--- config.mk ---
export PLATFORM = sky130hd
export DESIGN_NAME = mem_access_ctrl
export DESIGN_NICKNAME = d
export VERILOG_FILES = /design/src/rtl/mem_access_ctrl_pkg.sv /design/src/rtl/mem_access_ctrl_load_extend.sv /design/src/rtl/mem_access_ctrl.sv
export SDC_FILE = /design/constraint.sdc
export NUM_CORES = 1
export LEC_CHECK = 0
export CAP_MARGIN = 20
export CORE_ASPECT_RATIO = 0.8
export CORE_UTILIZATION = 25
export DETAILED_ROUTE_END_ITERATION = 6
export GPL_TIMING_DRIVEN = 0
export PLACE_DENSITY = 0.53
export SLEW_MARGIN = 5
export SYNTH_ARGS = -nofsm -noshare
export SYNTH_HDL_FRONTEND = slang
export SYNTH_HIERARCHICAL = 1
export SYNTH_SLANG_ARGS = --single-unit
--- constraint.sdc ---
create_clock -name clk -period 1.8 [get_ports clk]
set_input_delay 0.36 -clock clk [delete_from_list [all_inputs] [get_ports clk]]
set_output_delay 0.36 -clock clk [all_outputs]
set_load 0.1 [all_outputs]
--- src/rtl/mem_access_ctrl_pkg.sv ---
// Shared definitions for the MEM-stage data-memory access controller:
// load/store size encodings, controller state enum, default bus timeout
// and the store-data lane replication helper.
package mem_access_ctrl_pkg;

  localparam logic [1:0] OP_NONE = 2'b00;
  localparam logic [1:0] OP_WORD = 2'b01;
  localparam logic [1:0] OP_HALF = 2'b10;
  localparam logic [1:0] OP_BYTE = 2'b11;

  localparam int TIMEOUT_DEFAULT = 16;

  typedef enum logic [1:0] {
    ST_IDLE = 2'b00,
    ST_REQ  = 2'b01,
    ST_DONE = 2'b10
  } state_t;

  // Copy right-aligned store data into every lane it may be written from,
  // so the byte enables alone select the destination bytes on the bus.
  function automatic logic [31:0] replicate_store(input logic [1:0] op,
                                                  input logic [31:0] d);
    case (op)
      OP_BYTE: return {4{d[7:0]}};
      OP_HALF: return {2{d[15:0]}};
      default: return d;
    endcase
  endfunction

endpackage

--- src/rtl/mem_access_ctrl_load_extend.sv ---
// Combinational load-data lane select and sign/zero extension.
// Byte lane comes from addr[1:0], half lane from addr[1]; words pass through.
module mem_access_ctrl_load_extend
  import mem_access_ctrl_pkg::*;
(
  input  logic [1:0]  i_op,
  input  logic [1:0]  i_addr_lo,
  input  logic        i_sign,
  input  logic [31:0] i_word,
  output logic [31:0] o_data
);

  logic [7:0]  w_byte;
  logic [15:0] w_half;

  // Pick the addressed lane and extend it to 32 bits.
  always_comb begin
    w_byte = 8'h00;
    w_half = 16'h0000;
    o_data = i_word;
    case (i_op)
      OP_BYTE: begin
        case (i_addr_lo)
          2'd0:    w_byte = i_word[7:0];
          2'd1:    w_byte = i_word[15:8];
          2'd2:    w_byte = i_word[23:16];
          default: w_byte = i_word[31:24];
        endcase
        o_data = i_sign ? {{24{w_byte[7]}}, w_byte} : {24'h000000, w_byte};
      end
      OP_HALF: begin
        w_half = i_addr_lo[1] ? i_word[31:16] : i_word[15:0];
        o_data = i_sign ? {{16{w_half[15]}}, w_half} : {16'h0000, w_half};
      end
      default: o_data = i_word;
    endcase
  end

endmodule

--- src/rtl/mem_access_ctrl.sv ---
// MEM-stage data-memory access controller. Accepts a load/store request,
// holds it on a req/ack bus while stalling the pipeline, returns extended
// load data in the DONE cycle and aborts with bus_err after TIMEOUT cycles
// without an acknowledge.
// Optional build macro: MEM_ALIGN_CHECK_EN rejects misaligned word/half
// accesses with a misalign pulse instead of issuing them.
module mem_access_ctrl
  import mem_access_ctrl_pkg::*;
#(
  parameter int TIMEOUT = TIMEOUT_DEFAULT
) (
  input  logic        clk,
  input  logic        reset_n,
  input  logic        req_valid,
  input  logic        req_we,
  input  logic [1:0]  s_l_op,
  input  logic        ld_sign,
  input  logic [31:0] addr,
  input  logic [31:0] wdata,
  input  logic [3:0]  BE,
  output logic        stall,
  output logic [31:0] rdata,
  output logic        rdata_valid,
  output logic        bus_err,
  output logic        misalign,
  output logic        bus_req,
  output logic        bus_we,
  output logic [31:0] bus_addr,
  output logic [3:0]  bus_be,
  output logic [31:0] bus_wdata,
  input  logic        bus_ack,
  input  logic [31:0] bus_rdata
);

  localparam int CW = (TIMEOUT > 2) ? $clog2(TIMEOUT) : 1;

  state_t      r_state;
  state_t      w_next;
  logic [1:0]  r_op;
  logic        r_we;
  logic        r_sign;
  logic [31:0] r_addr;
  logic [3:0]  r_be;
  logic [31:0] r_wdata;
  logic [31:0] r_rdata;
  logic        r_err;
  logic [CW-1:0] r_cnt;

  logic        w_op_valid;
  logic        w_unaligned;
  logic        w_accept;
  logic        w_timeout;
  logic [31:0] w_ext;

  assign w_op_valid = req_valid && (s_l_op != OP_NONE);

`ifdef MEM_ALIGN_CHECK_EN
  assign w_unaligned = ((s_l_op == OP_WORD) && (addr[1:0] != 2'b00)) ||
                       ((s_l_op == OP_HALF) && addr[0]);
`else
  assign w_unaligned = 1'b0;
`endif

  assign w_accept  = w_op_valid && !w_unaligned;
  assign w_timeout = (r_state == ST_REQ) && !bus_ack &&
                     (r_cnt == CW'(TIMEOUT - 1));

  assign bus_addr  = {r_addr[31:2], 2'b00};
  assign bus_be    = r_be;
  assign bus_wdata = r_wdata;
  assign rdata     = r_rdata;

  mem_access_ctrl_load_extend u_load_extend (
    .i_op      (r_op),
    .i_addr_lo (r_addr[1:0]),
    .i_sign    (r_sign),
    .i_word    (bus_rdata),
    .o_data    (w_ext)
  );

  // State register; reset drops the bus request immediately.
  always_ff @(posedge clk or negedge reset_n) begin
    if (!reset_n) r_state <= ST_IDLE;
    else          r_state <= w_next;
  end

  // Next-state and control outputs.
  always_comb begin
    w_next      = r_state;
    stall       = 1'b0;
    bus_req     = 1'b0;
    bus_we      = 1'b0;
    rdata_valid = 1'b0;
    bus_err     = 1'b0;
    misalign    = 1'b0;
    case (r_state)
      ST_IDLE: begin
        misalign = w_op_valid && w_unaligned;
        if (w_accept) begin
          stall  = 1'b1;
          w_next = ST_REQ;
        end
      end
      ST_REQ: begin
        stall   = 1'b1;
        bus_req = 1'b1;
        bus_we  = r_we;
        if (bus_ack || w_timeout) w_next = ST_DONE;
      end
      ST_DONE: begin
        // The finished instruction is still in MEM here; req_valid is ignored.
        rdata_valid = !r_we && !r_err;
        bus_err     = r_err;
        w_next      = ST_IDLE;
      end
      default: w_next = ST_IDLE;
    endcase
  end

  // Request capture, wait counter and load-result register.
  always_ff @(posedge clk or negedge reset_n) begin
    if (!reset_n) begin
      r_op    <= OP_NONE;
      r_we    <= 1'b0;
      r_sign  <= 1'b0;
      r_addr  <= 32'h0;
      r_be    <= 4'h0;
      r_wdata <= 32'h0;
      r_rdata <= 32'h0;
      r_err   <= 1'b0;
      r_cnt   <= '0;
    end else begin
      case (r_state)
        ST_IDLE: begin
          if (w_accept) begin
            r_op    <= s_l_op;
            r_we    <= req_we;
            r_sign  <= ld_sign;
            r_addr  <= addr;
            r_be    <= BE;
            r_wdata <= replicate_store(s_l_op, wdata);
            r_err   <= 1'b0;
            r_cnt   <= '0;
          end
        end
        ST_REQ: begin
          if (bus_ack) begin
            if (!r_we) r_rdata <= w_ext;
          end else if (w_timeout) begin
            r_err   <= 1'b1;
            r_rdata <= 32'h0;
          end else begin
            r_cnt <= r_cnt + CW'(1);
          end
        end
        default: ;
      endcase
    end
  end

endmodule

; After elaboration in Yosys (flattened, before gate mapping)
; Index checks and enable logic that the tools add are counted.
[totals]
input_bits = 108
wordCells = 70
out_inout_bits = 106
reg_bits = 111
[op_classes]
addsub = 1
n_mux = 26
eq_ne = 15
reduce_logical = 18
[op_table]
columns = operator, n
row1 = $mux W32, 5
row2 = $pmux W32 S2, 2
row3 = $pmux W8 S3, 1
row4 = $mux W16, 1
row5 = $eq A2 B2 Y1 const B, 6
row6 = $mux W4, 3
row7 = $ne A2 B2 Y1 const B, 5
row8 = $mux W1, 8
row9 = $pmux W4 S2, 1
row10 = $reduce_and A4 Y1, 2
row11 = $reduce_bool A2 Y1, 3
row12 = $add A4 B1 Y4 const B, 1
row13 = $eq A2 B1 Y1 const B, 2
row14 = $eq A4 B4 Y1 const B, 1
row15 = $logic_and A1 B1 Y1, 4
row16 = $logic_not A2 Y1, 2
row17 = $mux W2, 2
row18 = $pmux W1 S2, 2
row19 = $pmux W2 S2, 1
row20 = $reduce_and A2 Y1, 2
row21 = $logic_not A1 Y1, 3
row22 = $reduce_and A3 Y1, 1
row23 = $ne A2 B1 Y1 const B, 1
row24 = $logic_or A1 B1 Y1, 1

; Longest topological paths before layout
[logic_depth]
depth_word = 6
ltp_mapped = 7
mapped_depth_nobuf = 5

; Cells and area by module
; The synthesis kept the hierarchy.
[modules_own_cells]
columns = mod, seq_area_each_um2, n_inst, area_per_inst_um2, cells_each
row1 = mem_access_ctrl, 2777.7, 1, 5036.1, 401
row2 = mem_access_ctrl_load_extend, 0.0, 1, 691.9, 103

; Worst setup path before layout
; No wires, ideal clock.
[synth_timing]
kind = flip-flop to output port
start = register r_state[0]
end = output rdata_valid
path_buffers = 0
path_stages_with_launch = 2
path_slack_ns = -2.128
t_required_ns = 1.440
arrival_ns = 3.568
path_cell_list = dfrtp_1 -> nor4b_1
[synth_via]
elab_chain_len = 2
[synth_rtl]
columns = item, line
row1 = "start, declared", mem_access_ctrl.sv:37  ; state_t r_state;
row2 = "start signal, assigned", mem_access_ctrl.sv:84  ; else r_state <= w_next;
row3 = $eq A2 B2 Y1, mem_access_ctrl.sv:96  ; case (r_state)
row4 = $mux W1, mem_access_ctrl.sv:96
row5 = "end, declared", mem_access_ctrl.sv:23  ; output logic rdata_valid,
; Every way passes these cells.

; Worst setup path after layout
[layout_timing]
start = input bus_rdata[23]
end = register r_rdata[30] (netlist: rdata[30])
[layout_via]
elab_chain_len = 5
[layout_rtl]
columns = item, line
row1 = "start, declared", mem_access_ctrl.sv:32  ; input logic [31:0] bus_rdata
row2 = $pmux W8 S3, mem_access_ctrl_load_extend.sv:23  ; case (i_addr_lo)
row3 = $mux W32, mem_access_ctrl_load_extend.sv:29  ; o_data = i_sign ? {{24{w_byte[7]}}, w_byte} : {24'h000000, w_byte};
row4 = $pmux W32 S2, mem_access_ctrl_load_extend.sv:21  ; case (i_op)
row5 = via w_ext[30], mem_access_ctrl.sv:53  ; logic [31:0] w_ext;
row6 = $mux W32, mem_access_ctrl.sv:148  ; if (!r_we) r_rdata <= w_ext;
row7 = $mux W32, mem_access_ctrl.sv:147  ; if (bus_ack) begin
row8 = "end signal, assigned", mem_access_ctrl.sv:148
row9 = "end, declared", mem_access_ctrl.sv:45  ; logic [31:0] r_rdata;
; The timed path passes the listed nets, and every way through them passes these cells. The select of a mux whose other input is x is not followed.
; A chain may end at the register's enable or synchronous reset.

==> results.cfg <==
[timing]
finalWorstSetupSlack_ns = -0.244
maxSlewViolCount = 0
timing.hold.ws_ns = 0.476
timing.final.crit_share_pct = 114
rsz0062_at_grt = yes
finalHoldViolCount = 0
finalClockSkew_ns = 0.00883
setup_tns_ns = -4.24
period_needed_ns = 2.04
slew_headroom_pct = 61.4
worst_slew_pin_slew_ns = 0.582
max_freq_mhz = 489
setup_viol = 19

[routing]
avgViaCountPerCell = 4.54
drt-pass1-iter-count = 6
drc_errors = 0
drt-initial-drc-count = 164
wirelength_microns = 17700
routed-via-count = 4809
routedWlPerCell_microns = 16.8
antenna_left = 0

[floorplan]
dieArea_sq_um = 23500
core.rowCount = 49
core_sq_um = 22500
ios = 214
die_y_microns = 137
die_w_microns = 171
floorplan.initialDensity_pct = 25.5

[clock_tree]
cts_root_buffer = clkbuf_16
clkLatencyLatePin_ns = 0.36
ctsHtreeMaxLevel = 3
clock_path_buffers = 2
cts.clk_slew.worst_paths_ns = 0.08
cts_buffers = 9
cts_sinks = 111
cts_tree = yes

[status]
outcome = finished with violations
violations = negative setup slack

[final_layout]
ff_latch_area_sq_um = 2780
drive_gt1_share_pct = 43.9
nNetsFinal = 856
multi_input_comb_area_sq_um = 2570
fillers = 2207
syn2layout_area_growth_pct = 58.1

[yosys]
synth-seq-area-share_pct = 48.5
yosys.area.top_type = dfrtp_1
synth.most_common_cell = dfrtp_1
async_reset_ff_share_pct = 100
ys_ff_latch = 111
synthTopCellsByArea = dfrtp_1 (48%), mux2_2 (12%), a21bo_2 (5.6%)
yosys_most_used_dff = dfrtp_1
netlist.area_leader.share_pct = 48.5
yosysWarnings = 6
syn_area_per_cell_sq_um = 11.4
syn_inst = 504
synth_commonest_cells = dfrtp_1 (111), mux2_2 (60), nor2_1 (44), o21ai_0 (41), nand3_1 (37)
synthDistinctLibCells = 45
synth_area_sq_um = 5730
synth_edf_count = 0

[worst_setup_path]
worstPathArrival_ns = 2.29
reg2regPathDepth = 6
rr_startpoint = r_addr[0]$_DFFE_PN0P_
reg2reg_to = rdata[30]$_DFFE_PN0P_
cp.required_ns = 2.05
r2r_slack_ns = -0.18
worst_setup_path_start_kind = primary input
endpoint_kind = register
cp_max_fo = 6
crit_type = in2reg

[global_route]
grt_usage_pct = 15.3
grt_max_degree = 63
gr-total-overflow = 0
grt_pass1_vias = 5117
antenna_found_initial = 1
grt_pass1_wl_microns = 27300

[min_path]
hold_start = s_l_op[1]
hold_path_end = bus_wdata[26]$_DFFE_PN0P_
hold_depth = 4
min_path_type = in2reg

[placement]
hpwlAfterDp_microns = 13400
portBuffers = 208
gp_congestion = 0.808

[job]
max_cap_violations = 0
[layout by cell type (no fill, tap or decap), types with 10 or more instances in the layout]
| master | synthesis | routed |
|---|---|---|
| mux2i_1 | 28 | 28 |
| nor2_1 | 44 | 34 |
| o21ai_0 | 41 | 39 |
| mux2_2 | 60 | 60 |
| buf_4 | 34 | 51 |
| clkdlybuf4s50_1 | 0 | 102 |
| buf_6 | 10 | 15 |
| nand3_1 | 37 | 36 |
| dfrtp_1 | 111 | 109 |
| a21bo_2 | 32 | 31 |
| buf_2 | 14 | 10 |
| clkdlybuf4s15_2 | 0 | 97 |
| a21oi_1 | 13 | 12 |
[critical path: stages]
cell and delay, ns:
clkdlybuf4s50_1 0.48, mux4_2 0.54, a221oi_4 0.38, buf_6 0.18, nor2_1 0.05, nand3_1 0.07, a21bo_2 0.22
[worst max-delay path by stage]
stage / from / end / slack, ns / cells past startpoint
after floorplan: r_addr[0]$_DFFE_PN0P_ / rdata[22]$_DFFE_PN0P_ / -0.18 / 7
after global routing: bus_rdata[23] / rdata[21]$_DFFE_PN0P_ / -0.28 / 7
after global placement: reset_n / bus_wdata[29]$_DFFE_PN0P_ / -4.07 / 1
after CTS: r_addr[0]$_DFFE_PN0P_ / rdata[30]$_DFFE_PN0P_ / -0.23 / 7
after detailed placement: s_l_op[0] / stall / -1.13 / 6
final: bus_rdata[23] / rdata[30]$_DFFE_PN0P_ / -0.24 / 7
[sequential cells by signal, indices dropped and copies added, names as in the netlist]
name,flops
bus_be,4
r_we,1
r_err,1
r_addr,32
bus_wdata,32
rdata,32
r_cnt,4
r_sign,1
r_op,2
r_state,2
[per-stage QoR]
step	setup WS (ns)	util (%)	cells	area, sq um
6_report	-0.244	40.3	1059	9060
5_1_grt	-0.280	40.3	1059	9060
4_1_cts	-0.235	39.8	1054	8950
3_5_place_dp	-1.13	36.8	1021	8280
3_3_place_gp	-4.07	36.7	1020	8250
2_1_floorplan	-0.184	-	506	5780
[metal layers]
metal,up-vias,wire length [microns],track usage (%)
met5,-,0,0
met4,0,233,4.27
met3,22,1680,5.86
met2,187,8140,24.1
met1,2348,7680,19.4
li1,2252,-,-
[cell type report]
type | count | share of cell area, %
inverters | 7 | 0.290
multi-input cells | 319 | 28.4
clock buffers | 10 | 2.53
diodes | 1 | 0.0276
well taps | 306 | 4.23
clock inverters | 6 | 0.580
plain buffers | 66 | 5.82
repair buffers | 233 | 27.5
flip-flops and latches | 111 | 30.7
[what timing repair did]
item,in CTS,in global routing
buffers inserted,14,7
endpoints found under the hold margin,49,0
gates cloned,2,0
setup endpoints to repair,172,47
hold buffers,1,0
gates resized for setup,363,24
pin swaps,11,3
[cells by family after synthesis]
kind of cell | Yosys count | synth area share (%)
buf+inv | 76 | 9.00
other cells | 1 | 0.0655
mux | 93 | 18.1
compound gates | 120 | 15.4
flops | 111 | 48.5
simple gates | 102 | 8.67
fa+ha+maj | 1 | 0.218
Power is not shown: default switching activity piles up to over one toggle a cycle in this logic, so the estimate is an artifact.
